--- config.mk ---
export PLATFORM = sky130hd
export DESIGN_NAME = pb_conditioner
export DESIGN_NICKNAME = d
export VERILOG_FILES = /design/src/rtl/pb_conditioner_pkg.sv /design/src/rtl/pb_conditioner_debounce.sv /design/src/rtl/pb_conditioner.sv
export SDC_FILE = /design/constraint.sdc
export NUM_CORES = 1
export LEC_CHECK = 0
export ABC_AREA = 1
export BUFFER_PORTS_ARGS = -buffer_cell sky130_fd_sc_hd__buf_2
export CAP_MARGIN = 15
export CELL_PAD_IN_SITES_DETAIL_PLACEMENT = 0
export CELL_PAD_IN_SITES_GLOBAL_PLACEMENT = 1
export CORE_AREA = 4 4 135 137
export DETAILED_ROUTE_END_ITERATION = 10
export DIE_AREA = 0 0 139 141
export GPL_TIMING_DRIVEN = 0
export HOLD_SLACK_MARGIN = 0.05
export PLACE_DENSITY_LB_ADDON = 0.2
export SLEW_MARGIN = 10
export SYNTH_ARGS = -nofsm -noshare
export SYNTH_HDL_FRONTEND = slang
export SYNTH_SLANG_ARGS = --single-unit
--- constraint.sdc ---
create_clock -name clk -period 11.55 [get_ports clk]
set_clock_uncertainty 0.2 [all_clocks]
set_input_delay 0 -clock clk [delete_from_list [all_inputs] [get_ports clk]]
set_output_delay 0 -clock clk [all_outputs]
set_load 0.01 [all_outputs]
--- src/rtl/pb_conditioner_pkg.sv ---
// Shared constants and helpers for push-button conditioning.
// The controller's round check reuses these helpers.
package pb_conditioner_pkg;

  localparam int unsigned PB_NBTN   = 20;
  localparam int unsigned PB_CODE_W = 5;

  // Lowest set index; returns 0 when the vector is empty.
  function automatic logic [PB_CODE_W-1:0] pb_prio_enc(input logic [PB_NBTN-1:0] v);
    logic [PB_CODE_W-1:0] enc;
    logic                 found;
    enc   = '0;
    found = 1'b0;
    for (int unsigned i = 0; i < PB_NBTN; i++) begin
      if (v[i] && !found) begin
        enc   = PB_CODE_W'(i);
        found = 1'b1;
      end
    end
    return enc;
  endfunction

  function automatic logic [PB_CODE_W-1:0] pb_popcount(input logic [PB_NBTN-1:0] v);
    logic [PB_CODE_W-1:0] cnt;
    cnt = '0;
    for (int unsigned i = 0; i < PB_NBTN; i++) begin
      cnt = cnt + PB_CODE_W'(v[i]);
    end
    return cnt;
  endfunction

endpackage

--- src/rtl/pb_conditioner_debounce.sv ---
// One button: two-flop synchronizer, debounce counter and stable level.
// rise marks the edge on which stable will go 0->1.
module pb_debounce_bit #(
  parameter int unsigned DB_CYCLES = 3
) (
  input  logic clk,
  input  logic rst,
  input  logic in,
  output logic stable,
  output logic rise
);

  localparam logic [3:0] CNT_MAX = 4'(DB_CYCLES - 1);

  logic       s1;
  logic       s2;
  logic [3:0] cnt;

  always_ff @(posedge clk or negedge rst) begin
    if (!rst) begin
      s1     <= 1'b0;
      s2     <= 1'b0;
      stable <= 1'b0;
      cnt    <= '0;
    end else begin
      s1 <= in;
      s2 <= s1;
      if (s2 == stable) begin
        cnt <= '0;
      end else if (cnt == CNT_MAX) begin
        stable <= s2;
        cnt    <= '0;
      end else begin
        cnt <= cnt + 4'd1;
      end
    end
  end

  always_comb begin
    rise = s2 & ~stable & (cnt == CNT_MAX);
  end

endmodule

--- src/rtl/pb_conditioner.sv ---
// Push-button conditioner: per-bit debounce, press strobe with encoded
// index, multi-press flag and a sticky held mask with its popcount.
module pb_conditioner
  import pb_conditioner_pkg::*;
#(
  parameter int unsigned NBTN      = PB_NBTN,
  parameter int unsigned DB_CYCLES = 3
) (
  input  logic                 clk,
  input  logic                 rst,
  input  logic [NBTN-1:0]      in,
  input  logic                 clr,
  output logic [NBTN-1:0]      stable,
  output logic                 strobe,
  output logic [PB_CODE_W-1:0] code,
  output logic                 multi,
  output logic [NBTN-1:0]      held,
  output logic [PB_CODE_W-1:0] count
);

  logic [NBTN-1:0] rise;

  for (genvar g = 0; g < NBTN; g++) begin : g_bit
    pb_debounce_bit #(
      .DB_CYCLES(DB_CYCLES)
    ) u_db (
      .clk   (clk),
      .rst   (rst),
      .in    (in[g]),
      .stable(stable[g]),
      .rise  (rise[g])
    );
  end

  // Registered from rise so strobe lines up with the first cycle stable shows 1.
  always_ff @(posedge clk or negedge rst) begin
    if (!rst) begin
      strobe <= 1'b0;
      code   <= '0;
      multi  <= 1'b0;
      held   <= '0;
    end else begin
      strobe <= |rise;
      multi  <= (pb_popcount(rise) > PB_CODE_W'(1));
      if (|rise) begin
        code <= pb_prio_enc(rise);
      end
      held <= (clr ? '0 : held) | rise;
    end
  end

  always_comb begin
    count = pb_popcount(held);
  end

endmodule
; Word-level counts from Yosys, hierarchy flattened
; Index checks and enable logic that the tools add are counted.
[word_totals]
register_bits = 167
inputBits = 23
out_inout_bits = 52
elab_cells = 421
[classes]
addsub = 58
magnitude_cmp = 1
eq_ne = 40
mux = 98
n_bitwise = 81
reduce_logical = 59
[ops]
columns = operator, n
row1 = 4-bit two-way mux, 40
row2 = 5-bit by 1-bit adder with 5-bit output, 30
row3 = 5-bit two-way mux, 18
row4 = 4-bit by 1-bit adder with 4-bit output (second input constant), 20
row5 = 4-bit by 2-bit equality test with 1-bit output (second input constant), 20
row6 = 1-bit AND, 40
row7 = 1-bit inverter, 40
row8 = 2-bit AND reduction, 20
row9 = 1-bit two-way mux, 39
row10 = 1-bit equality test, 20
row11 = 20-bit two-way mux, 1
row12 = 20-bit bitwise OR, 1
row13 = 20-bit OR reduction, 1
row14 = 1-bit logical AND, 19
row15 = 1-bit logical NOT, 19
row16 = 4-bit by 1-bit adder with 5-bit output, 2
row17 = 3-bit by 1-bit adder with 4-bit output, 2
row18 = 2-bit by 1-bit adder with 3-bit output, 2
row19 = 5-bit by 1-bit > comparator with 1-bit output (second input constant), 1
row20 = 1-bit by 1-bit adder with 2-bit output, 2

; Logic depth before layout (Yosys ltp)
[depth]
depth_word = 80
ltp_mapped = 22
ltp_nobuf = 22

; By module
; From an unflattened synthesis, not the netlist that was laid out.
[unflattened]
hier_cells = 891
hier_area_um2 = 8602.0
[modules_own_cells]
columns = mod, n_inst, cells_per_inst, area_per_inst_um2, seq_area_each_um2
row1 = pb_debounce_bit, 20, 32, 315.3, 175.2
row2 = pb_conditioner, 1, 251, 2296.0, 675.6

; Worst setup path after synthesis
; No wires, ideal clock.
[synth_timing]
path_kind = register -> register
start = register g_bit[11].u_db.cnt[0]
end = register multi
setup_ps = 133
t_arrival_ps = 4471
t_required_ps = 11217
slack_ps = 6746
stages_incl_launch_ff = 18
n_path_buf = 0
period_less_slack_ps = 4804
cell_sequence = dfrtp_1 > inv_1 > ha_1 > nand2_1 > nor2_1 > fa_1 > fa_1 > inv_1 > fa_1 > fa_1 > fa_1 > inv_1 > ha_1 > inv_1 > fa_1 > nand2_1 > nor3_1 > o211ai_1
[synth_via]
elab_chain_cells = 12
[synth_lines]
columns = element, line
row1 = "start, declared", pb_conditioner_debounce.sv:17  ; logic [3:0] cnt;
row2 = "start signal, assigned", pb_conditioner_debounce.sv:34  ; cnt <= cnt + 4'd1;
row3 = 4-bit by 2-bit equality test with 1-bit output, pb_conditioner_debounce.sv:40  ; rise = s2 & ~stable & (cnt == CNT_MAX);
row4 = 1-bit AND, pb_conditioner_debounce.sv:40
row5 = 5-bit by 1-bit adder with 5-bit output (9 in a row), pb_conditioner_pkg.sv:27  ; cnt = cnt + PB_CODE_W'(v[i]);
row6 = 5-bit by 1-bit > comparator with 1-bit output, pb_conditioner.sv:44  ; multi <= (pb_popcount(rise) > PB_CODE_W'(1));
row7 = "end signal, assigned", pb_conditioner.sv:44
row8 = "end, declared", pb_conditioner.sv:16  ; output logic multi,
; Every way passes these cells.
; A chain may end at the register's enable or synchronous reset.

; Worst setup path in the final report
; Same ends and word-level chain as after synthesis.

==> reports/qor.yml <==
worst_setup_path:
  slowest_delay_ps: 540
  cp_num_buf_inv: 4
  cp_top_family: "adder cells"
  crit_chain: "inv_1, ha_1, nand2_1, nor2_1, fa_1, fa_1, inv_1, fa_1, fa_1, fa_1, inv_1, ha_1, inv_1, fa_1, nand2_1, nor3_1, o211ai_1"
  worstSetupPathType: "reg -> reg"
  regToRegStartpoint: "g_bit[11].u_db.cnt[0]"
  critPathMaxFanout: 4
  required_ps: 11620
  crit_path_start: "g_bit[11].u_db.cnt[0]"
  cp_common_cell: "fa_1"
  start_kind: "flop"
  crit_slowest_cell: "fa_1"
  arrival_ps: 5340
  end_kind: "flop"
sta:
  drv_slew: 0
  finalCritPeriodShare_pct: 45.6
  fin_tns_setup_ps: 0
  min_period_ps: 5270
  rsz0062_at_grt: "no"
  fmax_mhz: 190
  tightestPinTransition_ps: 538
  setup_viol: 0
  max_slew_margin_pct: 64.0
  final_hold_viol_count: 0
logic_synthesis:
  yosysUniqueCellTypes: 29
  synth_fp_nets: 962
  syn-cell-area_mm2: 0.00839
  synth.area.top_cells: "dfrtp_1, ha_1, inv_1"
  ys_warn_count: 0
  synth_most_common_cell: "dfrtp_1"
  syn_inst: 835
  synth_common_cells: "dfrtp_1, inv_1, nor2_1, nand2_1, ha_1"
  synth_edf_count: 0
  synthSimpleGateAreaFrac_pct: 14.6
  ys_ff_latch: 167
  synth_top_area_share_pct: 49.8
  synth_flop_cell: "dfrtp_1"
  synthXorXnorAreaFrac_pct: 4.39
  synthMuxAreaShare_pct: 0
  seq_area_frac_synth_pct: 49.8
  synth_top_family_by_area: "adder cells"
  synth_compound_area_share_pct: 4.24
  synth_top_cell_by_area: "dfrtp_1"
  async_flop_share_pct: 100
  synth_fa_ha_area_share_pct: 18.0
  avgSynthCellArea_um2: 10.0
floorplan:
  die_area_mm2: 0.0196
  dieHeight_um: 141
  start_util_pct: 49.2
  die_w_um: 139
  ios: 75
  core_mm2: 0.0171
  rows: 48
pwr:
  p_leak_nw: 5.30
  vdd_drop_max_mv: 0.142
  powerDensity_mw_per_mm2: 222
  p_total_mw: 2.24
drt:
  antenna_left: 0
  via_per_inst: 4.53
  drc: 0
  firstDrtPassIters: 4
  wire_per_inst_um: 12.3
  drtIter0Drc: 205
  wl_mm: 14.9
  vias: 5479
flow_run:
  cap_viol_max_count: 0
cts:
  cts_sinks: 167
  cts_buffers: 17
  worstSkewPairLatency_ps: 430
  cts_buffer_depth: 2
  postCtsSetupRepairBufs: 0
  htree_levels: 4
  cts.repair.resized: 0
  cts_root_buf: "clkbuf_16"
  cts.clk_slew.worst_paths_ps: 60
  cts_tree: "built"
final_layout:
  diodes: 0
  finalNetCount: 1099
  multiInputGateArea_mm2: 0.00346
  seq_area_mm2: 0.00418
  drive_above_1_share_pct: 15.4
  syn2layout_area_growth_pct: 20.6
  n_fill_cell: 1519
global_route:
  antenna_found_initial: 0
  grt_pass1_vias: 5546
  grt_use_total_pct: 16.5
  gr-max-usage-layer: "met2"
  overflow: 0
  use_met2_pct: 27.0
  met3_usage_pct: 3.77
  grt_pass1_wl_mm: 26.1
  grt_max_degree: 87
  use_met1_pct: 21.8
placed_design:
  io_buffers: 73
  gp_congestion: 0.785
  hpwl_mm: 10.9
outcome:
  outcome: "finished, final reports clean"
min_path:
  worstHoldPathType: "reg -> reg"
  min_from: "g_bit[8].u_db.s1"
-- layer usage --
metal / wire, um / part of all wire, %
met1: 6950 / 47
met2: 7220 / 49
met3: 491 / 3.3
met4: 219 / 1.5
met5: 0 / 0
-- metrics by stage --
step / worst slack (ps) / cell area, um^2 / hold slack, ps / util (%) / std cells
2_1_floorplan: 6750 / 8390 / -496 / - / 835
3_3_place_gp: 6320 / 9030 / -92.4 / 53.0 / 1133
3_5_place_dp: 6270 / 9070 / -164 / 53.2 / 1134
4_1_cts: 6250 / 10100 / 146 / 59.3 / 1209
5_1_grt: 6010 / 10100 / 150 / 59.3 / 1209
6_report: 6280 / 10100 / 147 / 59.3 / 1209
-- sequential cells by signal, indices dropped and copies added (netlist names) --
signal             flops
g_bit.u_db.cnt        80
g_bit.u_db.s1         20
g_bit.u_db.s2         20
g_bit.u_db.stable     20
held                  20
code                   5
multi                  1
strobe                 1
-- area by class of cell --
cell class,count,share of cell area (%)
flip-flops and latches,167,41.3
multi-input cells,489,34.2
repair buffers,118,8.51
inverters,157,5.82
clock buffers,18,4.34
well taps,225,2.78
plain buffers,22,1.56
clock inverters,13,1.47
-- kinds of logic after synthesis --
kind of cell             after synthesis
buffers and inverters                179
flip-flops                           167
adder cells (fa/ha/maj)              104
XOR/XNOR                              42
AO/OA/AOI/OAI                         67
AND/OR/NAND/NOR                      276
-- cells in the final DEF (no fill, tap or decap), types with 5 or more instances in the layout --
| master | count |
|---|---|
| a21oi_1 | 23 |
| buf_2 | 72 |
| buf_4 | 20 |
| clkbuf_16 | 17 |
| dfrtp_1 | 167 |
| dlygate4sd3_1 | 43 |
| fa_1 | 28 |
| ha_1 | 76 |
| inv_1 | 153 |
| nand2_1 | 79 |
| nand2_2 | 6 |
| nand3_1 | 37 |
| nand4_1 | 5 |
| nor2_1 | 131 |
| nor2_2 | 6 |
| o21ai_0 | 36 |
| xnor2_1 | 21 |
| xor2_1 | 21 |
-- power by group --
| group | switching, mW | internal [mW] | total [mW] | leakage, nW |
|---|---|---|---|---|
| Combinational | 0.483 | 0.365 | 0.848 | 2.90 |
| Sequential | 0.106 | 0.722 | 0.828 | 2.13 |
| Clock | 0.241 | 0.326 | 0.567 | 0.279 |
-- timing repair --
action / in CTS / in global routing
hold buffers: 44 / 0
endpoints found under the hold margin: 207 / 0
setup endpoints to repair: 0 / 0
-- worst paths after layout --
path                                    endpoint  cells after the start  slack [ps]
setup reg to reg                           multi                     17        6280
max in group asynchronous               held[11]                      4       10270
hold reg to reg                 g_bit[8].u_db.s2                      0         150
min in group asynchronous  g_bit[10].u_db.cnt[3]                      4         500
setup / recovery                           multi                     17        6280
hold / removal                  g_bit[8].u_db.s2                      0         150
Power figures use the tool's default switching activity.
